--- config.mk ---
export PLATFORM = sky130hd
export DESIGN_NAME = mdio_master_flat
export DESIGN_NICKNAME = d
export VERILOG_FILES = /design/src/rtl/mdio_pkg.sv /design/src/rtl/mdio_if.sv /design/src/rtl/mdio_clkgen.sv /design/src/rtl/mdio_master.sv /design/src/flat_wrapper.sv
export SDC_FILE = /design/constraint.sdc
export NUM_CORES = 1
export LEC_CHECK = 0
export ABC_AREA = 0
export BUFFER_PORTS_ARGS = -buffer_cell sky130_fd_sc_hd__buf_2
export CORE_ASPECT_RATIO = 0.9
export CORE_UTILIZATION = 33
export DETAILED_ROUTE_END_ITERATION = 10
export GPL_TIMING_DRIVEN = 0
export HOLD_SLACK_MARGIN = 0.06
export PLACE_DENSITY = 0.5
export SLEW_MARGIN = 5
export SYNTH_ARGS = -nofsm -noshare
export SYNTH_HDL_FRONTEND = slang
export SYNTH_SLANG_ARGS = --single-unit
--- constraint.sdc ---
create_clock -name clk -period 4 [get_ports clk]
set_clock_uncertainty 0.1 [all_clocks]
set_input_delay 0.8 -clock clk [delete_from_list [all_inputs] [get_ports clk]]
set_output_delay 0.8 -clock clk [all_outputs]
set_load 0.05 [all_outputs]
--- src/rtl/mdio_pkg.sv ---
// Shared constants, state encoding and frame builder for the Clause 22 MDIO master.
package mdio_pkg;

   localparam logic [1:0] MDIO_ST       = 2'b01;
   localparam logic [1:0] MDIO_OP_WRITE = 2'b01;
   localparam logic [1:0] MDIO_OP_READ  = 2'b10;

   localparam int MDIO_FRAME_BITS = 64;
   localparam int MDIO_TA_BIT     = 46;
   localparam int MDIO_DATA_BIT   = 48;

   typedef enum logic [1:0] {
      IDLE  = 2'd0,
      SHIFT = 2'd1,
      TAIL  = 2'd2,
      RESP  = 2'd3
   } mdio_state_t;

   // Read frames carry all-ones in TA/data; those bits are never driven.
   function automatic logic [63:0] mdio_frame(input logic        write,
                                              input logic [4:0]  phy_addr,
                                              input logic [4:0]  reg_addr,
                                              input logic [15:0] wdata);
      logic [1:0]  op;
      logic [1:0]  ta;
      logic [15:0] data;
      op   = write ? MDIO_OP_WRITE : MDIO_OP_READ;
      ta   = write ? 2'b10 : 2'b11;
      data = write ? wdata : 16'hFFFF;
      return {32'hFFFF_FFFF, MDIO_ST, op, phy_addr, reg_addr, ta, data};
   endfunction

endpackage

--- src/rtl/mdio_if.sv ---
// Command/response channel between a management controller and mdio_master.
// A command transfers on a rising clk with cmd_valid && cmd_ready; rsp_valid is a one-cycle pulse with no backpressure.
interface mdio_if;
   logic        cmd_valid;
   logic        cmd_ready;
   logic        cmd_write;
   logic [4:0]  cmd_phy_addr;
   logic [4:0]  cmd_reg_addr;
   logic [15:0] cmd_wdata;
   logic        rsp_valid;
   logic [15:0] rsp_rdata;
   logic        rsp_err;

   modport master (
      output cmd_valid, cmd_write, cmd_phy_addr, cmd_reg_addr, cmd_wdata,
      input  cmd_ready, rsp_valid, rsp_rdata, rsp_err
   );

   modport slave (
      input  cmd_valid, cmd_write, cmd_phy_addr, cmd_reg_addr, cmd_wdata,
      output cmd_ready, rsp_valid, rsp_rdata, rsp_err
   );
endinterface

--- src/rtl/mdio_clkgen.sv ---
// MDC generator: low then high for CLK_DIV clks each, with strobes on the clk where mdc will rise/fall.
module mdio_clkgen #(
   parameter int CLK_DIV = 5
) (
   input  logic clk,
   input  logic rst_n,
   input  logic en,
   input  logic gate,
   output logic mdc,
   output logic fall_en,
   output logic rise_en
);

   localparam int CW = (CLK_DIV > 1) ? $clog2(CLK_DIV) : 1;
   localparam logic [CW-1:0] CNT_MAX = CW'(CLK_DIV - 1);

   logic [CW-1:0] cnt;
   logic          phase;
   logic          wrap;

   assign wrap    = en && (cnt == CNT_MAX);
   assign rise_en = wrap && !phase;
   assign fall_en = wrap && phase;

   // phase keeps timing through the idle tail bit while gate holds the pin low.
   always_ff @(posedge clk or negedge rst_n) begin
      if (!rst_n) begin
         cnt   <= '0;
         phase <= 1'b0;
         mdc   <= 1'b0;
      end else if (!en) begin
         cnt   <= '0;
         phase <= 1'b0;
         mdc   <= 1'b0;
      end else if (wrap) begin
         cnt   <= '0;
         phase <= ~phase;
         mdc   <= ~phase & gate;
      end else begin
         cnt   <= cnt + CW'(1);
      end
   end

endmodule

--- src/rtl/mdio_master.sv ---
// Clause 22 MDIO master: shifts one 64-bit frame per command and returns one response pulse.
module mdio_master
   import mdio_pkg::*;
#(
   parameter int CLK_DIV = 5
) (
   input  logic       clk,
   input  logic       rst_n,
   mdio_if.slave      bus,
   output logic       mdc,
   output logic       mdio_o,
   output logic       mdio_oe,
   input  logic       mdio_i,
   output logic [1:0] dbg_state
);

   localparam logic [1:0] S_IDLE  = IDLE;
   localparam logic [1:0] S_SHIFT = SHIFT;
   localparam logic [1:0] S_TAIL  = TAIL;
   localparam logic [1:0] S_RESP  = RESP;

   logic [1:0]  state;
   logic        start;
   logic        is_write;
   logic [63:0] shreg;
   logic [5:0]  bit_cnt;
   logic [5:0]  next_idx;
   logic        next_oe;
   logic [15:0] rd_shift;
   logic        rd_err;
   logic        sync1, sync2;
   logic        accept;
   logic        clk_en;
   logic        clk_gate;
   logic        fall_en;
   logic        rise_en;

   assign accept    = bus.cmd_valid && bus.cmd_ready;
   assign clk_en    = ((state == S_SHIFT) && !start) || (state == S_TAIL);
   assign clk_gate  = (state == S_SHIFT);
   assign next_idx  = bit_cnt + 6'd1;
   assign next_oe   = is_write || (next_idx < 6'(MDIO_TA_BIT));
   assign dbg_state = state;

   mdio_clkgen #(.CLK_DIV(CLK_DIV)) u_clkgen (
      .clk     (clk),
      .rst_n   (rst_n),
      .en      (clk_en),
      .gate    (clk_gate),
      .mdc     (mdc),
      .fall_en (fall_en),
      .rise_en (rise_en)
   );

   always_ff @(posedge clk or negedge rst_n) begin
      if (!rst_n) begin
         sync1 <= 1'b1;
         sync2 <= 1'b1;
      end else begin
         sync1 <= mdio_i;
         sync2 <= sync1;
      end
   end

   always_ff @(posedge clk or negedge rst_n) begin
      if (!rst_n) begin
         state         <= S_IDLE;
         start         <= 1'b0;
         is_write      <= 1'b0;
         shreg         <= '1;
         bit_cnt       <= '0;
         rd_shift      <= '0;
         rd_err        <= 1'b0;
         mdio_o        <= 1'b1;
         mdio_oe       <= 1'b0;
         bus.cmd_ready <= 1'b0;
         bus.rsp_valid <= 1'b0;
         bus.rsp_rdata <= '0;
         bus.rsp_err   <= 1'b0;
      end else begin
         bus.rsp_valid <= 1'b0;
         case (state)
            S_IDLE, S_RESP: begin
               bus.cmd_ready <= 1'b1;
               state         <= S_IDLE;
               if (accept) begin
                  state         <= S_SHIFT;
                  start         <= 1'b1;
                  bus.cmd_ready <= 1'b0;
                  is_write      <= bus.cmd_write;
                  shreg         <= mdio_frame(bus.cmd_write, bus.cmd_phy_addr,
                                              bus.cmd_reg_addr, bus.cmd_wdata);
               end
            end
            S_SHIFT: begin
               if (start) begin
                  // Bit 0 is always preamble, driven one clk after acceptance.
                  start    <= 1'b0;
                  bit_cnt  <= '0;
                  mdio_oe  <= 1'b1;
                  mdio_o   <= shreg[63];
                  shreg    <= {shreg[62:0], 1'b1};
                  rd_shift <= '0;
                  rd_err   <= 1'b0;
               end else begin
                  if (rise_en && !is_write) begin
                     if (bit_cnt == 6'(MDIO_TA_BIT + 1))
                        rd_err <= sync2;
                     if (bit_cnt >= 6'(MDIO_DATA_BIT))
                        rd_shift <= {rd_shift[14:0], sync2};
                  end
                  if (fall_en) begin
                     if (bit_cnt == 6'(MDIO_FRAME_BITS - 1)) begin
                        state   <= S_TAIL;
                        mdio_oe <= 1'b0;
                        mdio_o  <= 1'b1;
                     end else begin
                        bit_cnt <= next_idx;
                        mdio_oe <= next_oe;
                        mdio_o  <= next_oe ? shreg[63] : 1'b1;
                        shreg   <= {shreg[62:0], 1'b1};
                     end
                  end
               end
            end
            S_TAIL: begin
               if (fall_en) begin
                  state         <= S_RESP;
                  bus.rsp_valid <= 1'b1;
                  bus.cmd_ready <= 1'b1;
                  bus.rsp_rdata <= is_write ? 16'h0000 : rd_shift;
                  bus.rsp_err   <= !is_write && rd_err;
               end
            end
            default: state <= S_IDLE;
         endcase
      end
   end

endmodule

--- src/flat_wrapper.sv ---
// flat-port wrapper written by rule: the top's interface ports become plain ports
module mdio_master_flat import mdio_pkg::*;
#(
   parameter int CLK_DIV = 5
)
  (clk, rst_n, mdc, mdio_o, mdio_oe, mdio_i, dbg_state, bus_cmd_valid, bus_cmd_write, bus_cmd_phy_addr, bus_cmd_reg_addr, bus_cmd_wdata, bus_cmd_ready, bus_rsp_valid, bus_rsp_rdata, bus_rsp_err);
  mdio_if bus_i ();
  input  logic clk;
  input  logic rst_n;
  output logic mdc;
  output logic mdio_o;
  output logic mdio_oe;
  input  logic mdio_i;
  output logic [1:0] dbg_state;
  input wire logic [$bits(bus_i.cmd_valid)-1:0] bus_cmd_valid;
  input wire logic [$bits(bus_i.cmd_write)-1:0] bus_cmd_write;
  input wire logic [$bits(bus_i.cmd_phy_addr)-1:0] bus_cmd_phy_addr;
  input wire logic [$bits(bus_i.cmd_reg_addr)-1:0] bus_cmd_reg_addr;
  input wire logic [$bits(bus_i.cmd_wdata)-1:0] bus_cmd_wdata;
  output wire logic [$bits(bus_i.cmd_ready)-1:0] bus_cmd_ready;
  output wire logic [$bits(bus_i.rsp_valid)-1:0] bus_rsp_valid;
  output wire logic [$bits(bus_i.rsp_rdata)-1:0] bus_rsp_rdata;
  output wire logic [$bits(bus_i.rsp_err)-1:0] bus_rsp_err;
  assign bus_i.cmd_valid = bus_cmd_valid;
  assign bus_i.cmd_write = bus_cmd_write;
  assign bus_i.cmd_phy_addr = bus_cmd_phy_addr;
  assign bus_i.cmd_reg_addr = bus_cmd_reg_addr;
  assign bus_i.cmd_wdata = bus_cmd_wdata;
  assign bus_cmd_ready = bus_i.cmd_ready;
  assign bus_rsp_valid = bus_i.rsp_valid;
  assign bus_rsp_rdata = bus_i.rsp_rdata;
  assign bus_rsp_err = bus_i.rsp_err;
  mdio_master #(.CLK_DIV(CLK_DIV)) u_core (.clk(clk), .rst_n(rst_n), .bus(bus_i), .mdc(mdc), .mdio_o(mdio_o), .mdio_oe(mdio_oe), .mdio_i(mdio_i), .dbg_state(dbg_state));
endmodule
* Word level (Yosys, flattened, before mapping) *
Index checks and enable logic that the tools add are counted.

cells by class
  order comparisons = 2
  $add $sub $neg = 2
  bitwise operators = 2
  reduce and logical (&&, ||, !) cells = 30
  multiplexer cells = 44
  equal/unequal tests = 15

operator list
  kind                                                   count
  2-to-1 mux 64 bit                                      4
  case mux 64 bit (2 select lines)                       1
  2-to-1 mux 16 bit                                      5
  2-to-1 mux 1 bit                                       21
  2-to-1 mux 6 bit                                       3
  == test 6 bit, second input constant                   2
  inequality test 2 x 1 -> 1 bit, second input constant  6
  nonzero test 2 bit                                     6
  2-to-1 mux 2 bit                                       5
  AND reduction 2 bit                                    5
  AND reduction 3 bit                                    3
  AND reduction 4 bit                                    2
  logical AND 1 bit                                      7
  adder 6 x 1 -> 6 bit, second input constant            1
  >= comparator 6 bit, second input constant             1
  less-than comparator 6 bit, second input constant      1
  2-to-1 mux 3 bit                                       2
  case mux 2 bit (3 select lines)                        1
  == test 2 bit, second input constant                   2
  case mux 1 bit (2 select lines)                        2
  adder 3 x 1 -> 3 bit, second input constant            1
  == test 3 bit, second input constant                   1
  zero test 1 bit                                        3
  inequality test 3 x 1 -> 1 bit, second input constant  1
  8 further kinds                                        9

word-level totals
  input port bits = 31
  word-level logic and storage cells = 113
  flip-flop bits (word level) = 119

* Depth between registers and ports, before layout *
Gate-level depths: netlist of run 1.

  word-level depth = 8
  mapped depth = 10

* By module *
Synthesis of run 1 repeated with hierarchy kept, for this count alone.

unflattened totals
  cells, all modules = 525
  area total of the unflattened synthesis = 5383.9 µm²

modules (own cells, without submodules)
  module       times used  area an instance (µm²)  cells each
  mdio_master  1           5122.4                  500
  mdio_clkgen  1           261.5                   25

* Least setup slack after synthesis of run 1 *
No wires, ideal clock.

  path kind = flip-flop to flip-flop
  start point = register u_core.state[1] (netlist: u_core.dbg_state[1])
  end point = register u_core.shreg[15]
  stages on the path, launching flop included = 11
  setup slack = 1584 ps
  arrival time = 2233 ps
  library setup time = 82 ps
  period minus slack after synthesis = 2416 ps
  path through = dfrtp_1 -> inv_1 -> ha_1 -> buf_4 -> and2b_1 -> o21ai_2 -> o21ai_2 -> o211ai_2 -> buf_6 -> buf_6 -> mux2_4

on the way
  cells in the longest elaborated chain, start to end = 7
  elaborated cells on any way between the ends = 15
  those cells by class = eq/ne: 6; mux: 1; reduce/logical: 8

RTL lines
  what                                      RTL line                              text
  from (decl)                               mdio_master.sv:22                     logic [1:0] state;
  from (signal assigned)                    mdio_master.sv:67                     state <= S_IDLE;
  from (signal assigned)                    mdio_master.sv:85                     state <= S_IDLE;
  from (signal assigned)                    mdio_master.sv:87                     state <= S_SHIFT;
  == test 2 x 1 -> 1 bit                    mdio_master.sv:39, mdio_master.sv:82
  logical AND 1 bit                         mdio_master.sv:39                     assign clk_en = ((state == S_SHIFT) && !start) || (state == S_TAIL);
  logical OR 1 bit                          mdio_master.sv:39
  logical AND 1 bit                         mdio_clkgen.sv:21                     assign wrap = en && (cnt == CNT_MAX);
  logical AND 1 bit                         mdio_clkgen.sv:23                     assign fall_en = wrap && phase;
  inequality test 3 x 1 -> 1 bit (no line)  -
  AND reduction 4 bit (no line)             -
  to (signal assigned)                      mdio_master.sv:91                     shreg <= mdio_frame(bus.cmd_write, bus.cmd_phy_addr,
  to (signal assigned)                      mdio_master.sv:102                    shreg <= {shreg[62:0], 1'b1};
  to (signal assigned)                      mdio_master.sv:121                    shreg <= {shreg[62:0], 1'b1};
  to (decl)                                 mdio_master.sv:25                     logic [63:0] shreg;

Several ways; a longest one is shown, not always the timed one.
A chain may end at the register's enable or synchronous reset.

* Final worst setup path of run 1 *
  start point = register u_core.state[1] (netlist: u_core.dbg_state[1])
  end point = register u_core.shreg[6]

The elaborated chain is that of the path after synthesis.

==> impl_metrics.csv, run 1 <==
group,metric,value,unit
run_status,outcome,"completed",
cells_and_area,layout_common_cells,"dfstp_2, nand2b_1, buf_2, dfrtp_1, nand2_1",
place,pre_cts_slack,1566,ps
worst_setup_path,rr_startpoint,"u_core.dbg_state[1]",
sta,setup_violations,0,
min_path,hold_path_class,"input pin to asynchronous set/reset pin",
drt,routed_wl,11120,um
power_and_ir_drop,seqPwrFrac,41.7,%
yosys,synthCells,485,
drt,viasPerCell,4.670,
global_routing,grt_max_degree,71,
drt,vias,3661,
sta,timing.final.ws_setup,1606,ps
place,gp_congestion,0.7076,
cells_and_area,drive_gt1_share,39.86,%
worst_setup_path,path_cells,"inv_1 > ha_1 > buf_4 > buf_2 > inv_1 > nand2_1 > clkbuf_1 > o22ai_1 > mux2i_1",
cells_and_area,stdcell_count,784,
cts,clk_pin_slew,60,ps
floorplan,core_area,0.01683,mm2
worst_setup_path,cp_num_buf_inv,5,
place,post-place-cells,751,
yosys,synth_warnings,0,
power_and_ir_drop,pwr-share-clk,56.9,%
worst_setup_path,required,4240,ps
worst_setup_path,crit_slowest_cell,"dfrtp_1",
sta,tns,0,ps
worst_setup_path,cp_common_cell,"inv_1",
floorplan,die_h,126.5,um
cts,postCtsSetupBuffers,0,
cts,insertion_delay,410,ps
yosys,avgSynthCellArea,11.72,um2
yosys,syn_nets,521,
power_and_ir_drop,ir_worst_vdd,0.0003297,V
floorplan,die_area,0.01775,mm2
global_routing,grtUsageTotal,14.14,%
place,io_buffers,54,
worst_setup_path,worstPathArrival,2630,ps
worst_setup_path,worstSetupPathType,"register to register",
cts,root_buffer,"clkbuf_16",
yosys,synth.distinct_cells,42,
yosys,syn_area,0.005684,mm2
sta,max_freq,0.4177,GHz
worst_setup_path,critPathCaptureType,"register",
drt,drc,0,
floorplan,fp.dieW,140.3,um
cts,cts-htree-levels,4,
global_routing,grt_pass1_vias,3919,
power_and_ir_drop,pwr-share-comb,1.5,%
drt,routedWlPerCell,14.19,um
global_routing,grt_pass1_wl,19530,um
power_and_ir_drop,p_int,0.002335,W
sta,tightest_slew,533.9,ps
cells_and_area,area_growth,21.22,%
worst_setup_path,crit_family,"buffers and inverters",
worst_setup_path,max_stage_delay,400,ps
sta,finalMaxSlewViolations,0,
cts,cts_sinks,119,
power_and_ir_drop,cellLeakagePower,3.180,nW
sta,fin_crit,2394,ps
cts,holdBufCountCts,0,
cells_and_area,final_common_cell,"dfstp_2",
worst_setup_path,r2r_cells,9,
sta,rsz0062_at_grt,"false",
floorplan,rows,45,
cts,cts_buffers,17,
drt,route.antenna.remaining_nets,0,
floorplan,io_pins,55,
power_and_ir_drop,power_density,421.7,mW/mm2
power_and_ir_drop,switching_power,0.0005707,W
floorplan,start_util,33.76,%
sta,final_hold_viol_count,0,
cts,cts_tree,"built",
worst_setup_path,r2r-end,"u_core.shreg[6]",
global_routing,grt_overflow,0,
run,maxCapViolations,0,
drt,drt_iter0_markers,151,
sta,relSlewSlack,64.21,%
worst_setup_path,critPathMaxFanout,10,
power_and_ir_drop,p_sw_share,19.64,%
worst_setup_path,r2r_slack,1610,ps
cells_and_area,fin_nets,595,
global_routing,antenna_found_initial,1,
place,dpl.hpwl,7326,um
sta,post-route-period-util,59.86,%
worst_setup_path,cp-start-kind,"register",
yosys,yosysSeqAreaShare,53.86,%
cts,cts_resized,0,
cts,cts_max_path_buffers,2,
yosys,yosys_register_bits,119,
drt,firstDrtPassIters,4,
cells in the mapped netlist:
master / count / share of area (%)
mux2_4: 44 / 12
or2_2: 1 / 0.11
a22o_1: 2 / 0.31
inv_1: 26 / 1.7
buf_6: 6 / 1.2
maj3_1: 1 / 0.18
clkbuf_1: 17 / 1.1
mux2i_1: 18 / 3.2
dfstp_2: 67 / 31
xnor2_1: 1 / 0.15
a221o_1: 1 / 0.18
ha_1: 5 / 1.1
nand2b_1: 66 / 7.3
a41oi_1: 2 / 0.31
o21ai_0: 41 / 3.6
o21ai_2: 2 / 0.31
buf_2: 3 / 0.26
nor3_1: 2 / 0.18
nand2_1: 50 / 3.3
mux2_2: 17 / 3.4
a21oi_1: 6 / 0.53
a31oi_1: 4 / 0.44
and2b_1: 1 / 0.13
o31ai_1: 2 / 0.26
a211oi_1: 1 / 0.13
nor3_2: 1 / 0.18
dfrtp_1: 52 / 23
nand4b_1: 1 / 0.15
xor2_1: 1 / 0.15
o22ai_1: 15 / 1.7
and3_1: 1 / 0.11
and3_4: 1 / 0.20
or3_1: 1 / 0.11
nor2_1: 9 / 0.59
nor3b_1: 2 / 0.26
and3b_1: 1 / 0.15
buf_4: 2 / 0.26
o211ai_2: 1 / 0.22
a32oi_1: 1 / 0.15
nor4_1: 2 / 0.22
nand3_1: 5 / 0.44
nor2b_1: 3 / 0.33
cell families after synthesis:
| family | after synthesis | synth area share [%] |
|---|---|---|
| adder cells (fa/ha/maj) | 6 | 1.277 |
| AND/OR/NAND/NOR | 147 | 13.74 |
| buffers and inverters | 54 | 4.556 |
| flip-flops | 119 | 53.86 |
| XOR/XNOR | 2 | 0.3082 |
| AO/OA/AOI/OAI | 78 | 8.101 |
| multiplexers | 79 | 18.16 |
routing by layer:
metal / track usage [%] / share of wire (%) / up-vias
li1: - / - / 1800
met1: 18.46 / 49 / 1791
met2: 21.50 / 45 / 61
met3: 5.059 / 4.6 / 9
met4: 5.236 / 0.76 / 0
met5: 0 / 0 / -
power by group through the flow:
| stage | Combinational, W | Clock, W | Sequential (W) |
|---|---|---|---|
| 6_report | 0.0000430 | 0.00165 | 0.00121 |
| 3_3_place_gp | 0.0000405 | 0 | 0.00123 |
| 3_5_place_dp | 0.0000458 | 0 | 0.00123 |
| 5_1_grt | 0.0000497 | 0.00176 | 0.00121 |
| 4_1_cts | 0.0000456 | 0.00169 | 0.00121 |
| 2_1_floorplan | 0.00000115 | 0 | 0.00123 |
metrics by stage:
| stage | cell area [um2] | util [%] | total power [W] | hold WS, ps |
|---|---|---|---|---|
| 2_1_floorplan | 5684 | - | 0.001230 | 245.2 |
| 3_3_place_gp | 6218 | 36.94 | 0.001269 | 247.0 |
| 3_5_place_dp | 6252 | 37.14 | 0.001275 | 250.0 |
| 4_1_cts | 6888 | 40.91 | 0.002948 | 230.5 |
| 5_1_grt | 6888 | 40.91 | 0.003020 | 238.3 |
| 6_report | 6890 | 40.93 | 0.002906 | 225.3 |
flip-flops by register name (all words and copies together), names as in the netlist:
signal,cells
u_core.start,1
u_core.shreg,64
u_core.dbg_state,2
u_core.is_write,1
u_core.bus.cmd_ready,1
u_core.bus.rsp_rdata,16
u_core.rd_err,1
u_core.u_clkgen.mdc,1
u_core.rd_shift,16
u_core.sync2,1
u_core.bus.rsp_err,1
u_core.u_clkgen.phase,1
u_core.u_clkgen.cnt,3
u_core.bus.rsp_valid,1
u_core.bit_cnt,6
u_core.sync1,1
u_core.mdio_o,1
u_core.mdio_oe,1
cell type report:
type | instances | area (um2)
diodes | 1 | 2.502
repair buffers | 55 | 304.0
fillers | 1605 | 9945
clock buffers | 24 | 493.0
multi-input cells | 312 | 2364
inverters | 26 | 97.59
well taps | 211 | 264.0
flip-flops and latches | 119 | 3062
clock inverters | 8 | 142.6
plain buffers | 28 | 161.4
worst max path at each step:
stage	from	depth (start not counted)	end
2_1_floorplan	u_core.dbg_state[1]	10	u_core.shreg[15]
3_3_place_gp	rst_n	1	u_core.dbg_state[1]
3_5_place_dp	u_core.dbg_state[1]	9	u_core.shreg[8]
4_1_cts	u_core.dbg_state[1]	9	u_core.shreg[6]
5_1_grt	u_core.dbg_state[1]	9	u_core.shreg[10]
6_report	u_core.dbg_state[1]	9	u_core.shreg[6]
Power figures use the tool's default switching activity.
==> run 2, diff against run 1 <==
Settings changed: PLACE_DENSITY 0.5 to 0.51.
Clock period 4 ns to 2.15 ns, I/O delays scaled along.
==> run 2 against run 1 <==
  * Global-route usage shrank 0.32 points
  * Critical path type unchanged
  * Final cell count grew 1.7%
  * Routed wire length grew 2.2%
  * Critical path depth shrank 1
  * Clock power grew 77%
  * Flip-flop and latch count is the same
  * Via count grew 2.2%
  * Clock-buffer cell count shrank 3
==> impl_metrics.csv, run 2 (synthesis results as in run 1) <==
group,metric,value,unit
floorplan,die_area,0.01775,mm2
global_routing,grtUsageTotal,13.82,%
floorplan,io_pins,55,
power_and_ir_drop,power,0.005256,W
worst_setup_path,max_stage_delay,430,ps
cells_and_area,final.fill_count,1587,
cts,root_buffer,"clkbuf_16",
worst_setup_path,required,2380,ps
drt,drt_iter0_markers,180,
cells_and_area,stdcell_count,797,
global_routing,antenna_found_initial,0,
floorplan,core_area,0.01683,mm2
drt,route.antenna.remaining_nets,0,
place,io_buffers,54,
worst_setup_path,crit_slowest_cell,"dfrtp_2",
place,gp_congestion,0.7800,
power_and_ir_drop,power_density,729.7,mW/mm2
cells_and_area,fin_area,0.007203,mm2
drt,maxUsedRoutingLayer,"met4",
cells_and_area,area_growth,26.72,%
global_routing,grt_pass1_vias,3775,
drt,routed-wl-met2,5059,um
power_and_ir_drop,cellLeakagePower,3.288,nW
cells_and_area,largest_reg_flops,64,
cts,cts_buffers,17,
worst_setup_path,cp_common_cell,"o21ai_4",
drt,wl_met3,467,um
global_routing,grt_pass1_wl,19090,um
worst_setup_path,cp-start-kind,"register",
run_status,outcome,"completed",
power_and_ir_drop,ir_worst_vdd,0.0005633,V
cells_and_area,final_common_cell,"dfstp_2",
sta,finalMaxSlewViolations,0,
sta,final_hold_viol_count,0,
cells_and_area,drive_gt1_share,43.69,%
global_routing,grt_max_degree,81,
sta,setup_violations,0,
cts,cts_sinks,119,
drt,vias,3742,
drt,viasPerCell,4.695,
cells_and_area,layout_common_cells,"dfstp_2, nand2b_1, buf_2, dfrtp_1, nand2_1",
floorplan,start_util,33.76,%
worst_setup_path,worstSetupPathType,"register to register",
min_path,hold_path_class,"input pin to register",
cells_and_area,diodes,0,
place,dpl.hpwl,7315,um
drt,m1WireLength,5697,um
worst_setup_path,cp_num_buf_inv,2,
cts,cts_tree,"built",
drt,routedWlPerCell,14.26,um
cts,cts_max_path_buffers,2,
sta,fin_crit,2093,ps
place,post-place-cells,751,
worst_setup_path,worstPathArrival,2330,ps
place,dpl-instance-area,0.006290,mm2
drt,routed_wl,11370,um
floorplan,fp.dieW,140.3,um
cells_and_area,final_util,42.79,%
sta,tightest_slew,532.5,ps
floorplan,die_h,126.5,um
drt,drc,0,
worst_setup_path,critPathCaptureType,"register",
sta,post-route-period-util,97.37,%
cts,cts-htree-levels,4,
global_routing,grt_overflow,0,
sta,max_freq,0.4777,GHz
sta,relSlewSlack,64.50,%
cts,clk_pin_slew,50,ps
worst_setup_path,path_cells,"ha_4 > and2b_2 > o21ai_4 > o21ai_4 > o211ai_4 > clkbuf_16 > buf_12 > mux2_4",
run,maxCapViolations,0,
cells_and_area,regMostFlops,"u_core.shreg",
worst_setup_path,critPathMaxFanout,6,
cells_and_area,fin_nets,609,
worst_setup_path,crit_family,"flip-flops",
cts,insertion_delay,410,ps
drt,firstDrtPassIters,4,
floorplan,rows,45,
cells_and_area,top_regs,"u_core.shreg: 64 flops, u_core.bus.rsp_rdata: 16 flops, u_core.rd_shift: 16 flops",
-- run 2: cell count changes in the layout (fill, tap and decap cells not counted), sizes merged --
cell / previous run / this run
clkinvlp: 1 / 0
clkbuf: 41 / 42
diode: 1 / 0
clkinv: 3 / 7
buf: 66 / 74
dlygate4sd3: 0 / 2
-- run 2: layout make-up --
type                            count  area (um2)  share of cell area [%]
Timing Repair Buffer               70       513.0                   7.122
Multi-Input combinational cell    312        2444                   33.92
Clock buffer                       21       450.4                   6.253
Tap cell                          211       264.0                   3.665
Clock inverter                     11       153.9                   2.137
Buffer                             27       216.5                   3.005
Sequential cell                   119        3064                   42.54
Inverter                           26       97.59                   1.355
-- run 2: final timing paths --
check                                               end  depth (start not counted)  slack [ps]                start
worst min register to register             u_core.sync2                          0         250         u_core.sync1
max in group asynchronous              u_core.shreg[52]                          3         770                rst_n
worst min-delay path                    u_core.shreg[0]                          3         200     bus_cmd_wdata[0]
worst max register to register         u_core.shreg[61]                          8          60  u_core.dbg_state[0]
min in group asynchronous       u_core.bus.rsp_rdata[4]                          2         390                rst_n
worst max-delay path                   u_core.shreg[61]                          8          60  u_core.dbg_state[0]
-- run 2: worst reg2reg max path, cell delays in order (launching register included) --
cell       delay [ps]
dfrtp_2           430
ha_4              190
and2b_2           230
o21ai_4           200
o21ai_4            80
o211ai_4          140
clkbuf_16         230
buf_12            120
mux2_4            300
-- run 2: per-stage QoR --
step | setup WS (ps) | hold WS [ps] | TNS (ps)
floorplan | -63.26 | 34.41 | -2764
CTS | -17.25 | 179.1 | -359.5
finish | 56.51 | 198.7 | 0
global placement | -1147 | 246.3 | -68300
global route | -1.167 | 192.8 | -1.167
detailed placement | -191.1 | 247.2 | -3662
-- run 2: power by group --
| group | internal, W | leakage, nW | switching [W] |
|---|---|---|---|
| logic | 0.0000293 | 1.60 | 0.0000539 |
| registers | 0.00225 | 1.39 | 0.000000978 |
| clock network | 0.00195 | 0.302 | 0.000971 |
-- run 2: layer usage --
layer | GRT usage [%] | vias to the layer above
li1 | - | 1834
met1 | 18.18 | 1850
met2 | 20.91 | 47
met3 | 4.681 | 11
met4 | 5.430 | 0
met5 | 0 | -
-- run 2: repair_timing --
item                                    4_1_cts  5_1_grt
pin swaps                                     1        4
endpoints found under the hold margin        37        0
cloned                                        1        5
resized for setup                             5       29
hold buffers                                  2        0
buffers inserted                              1        6
endpoints found under the setup margin       56       86
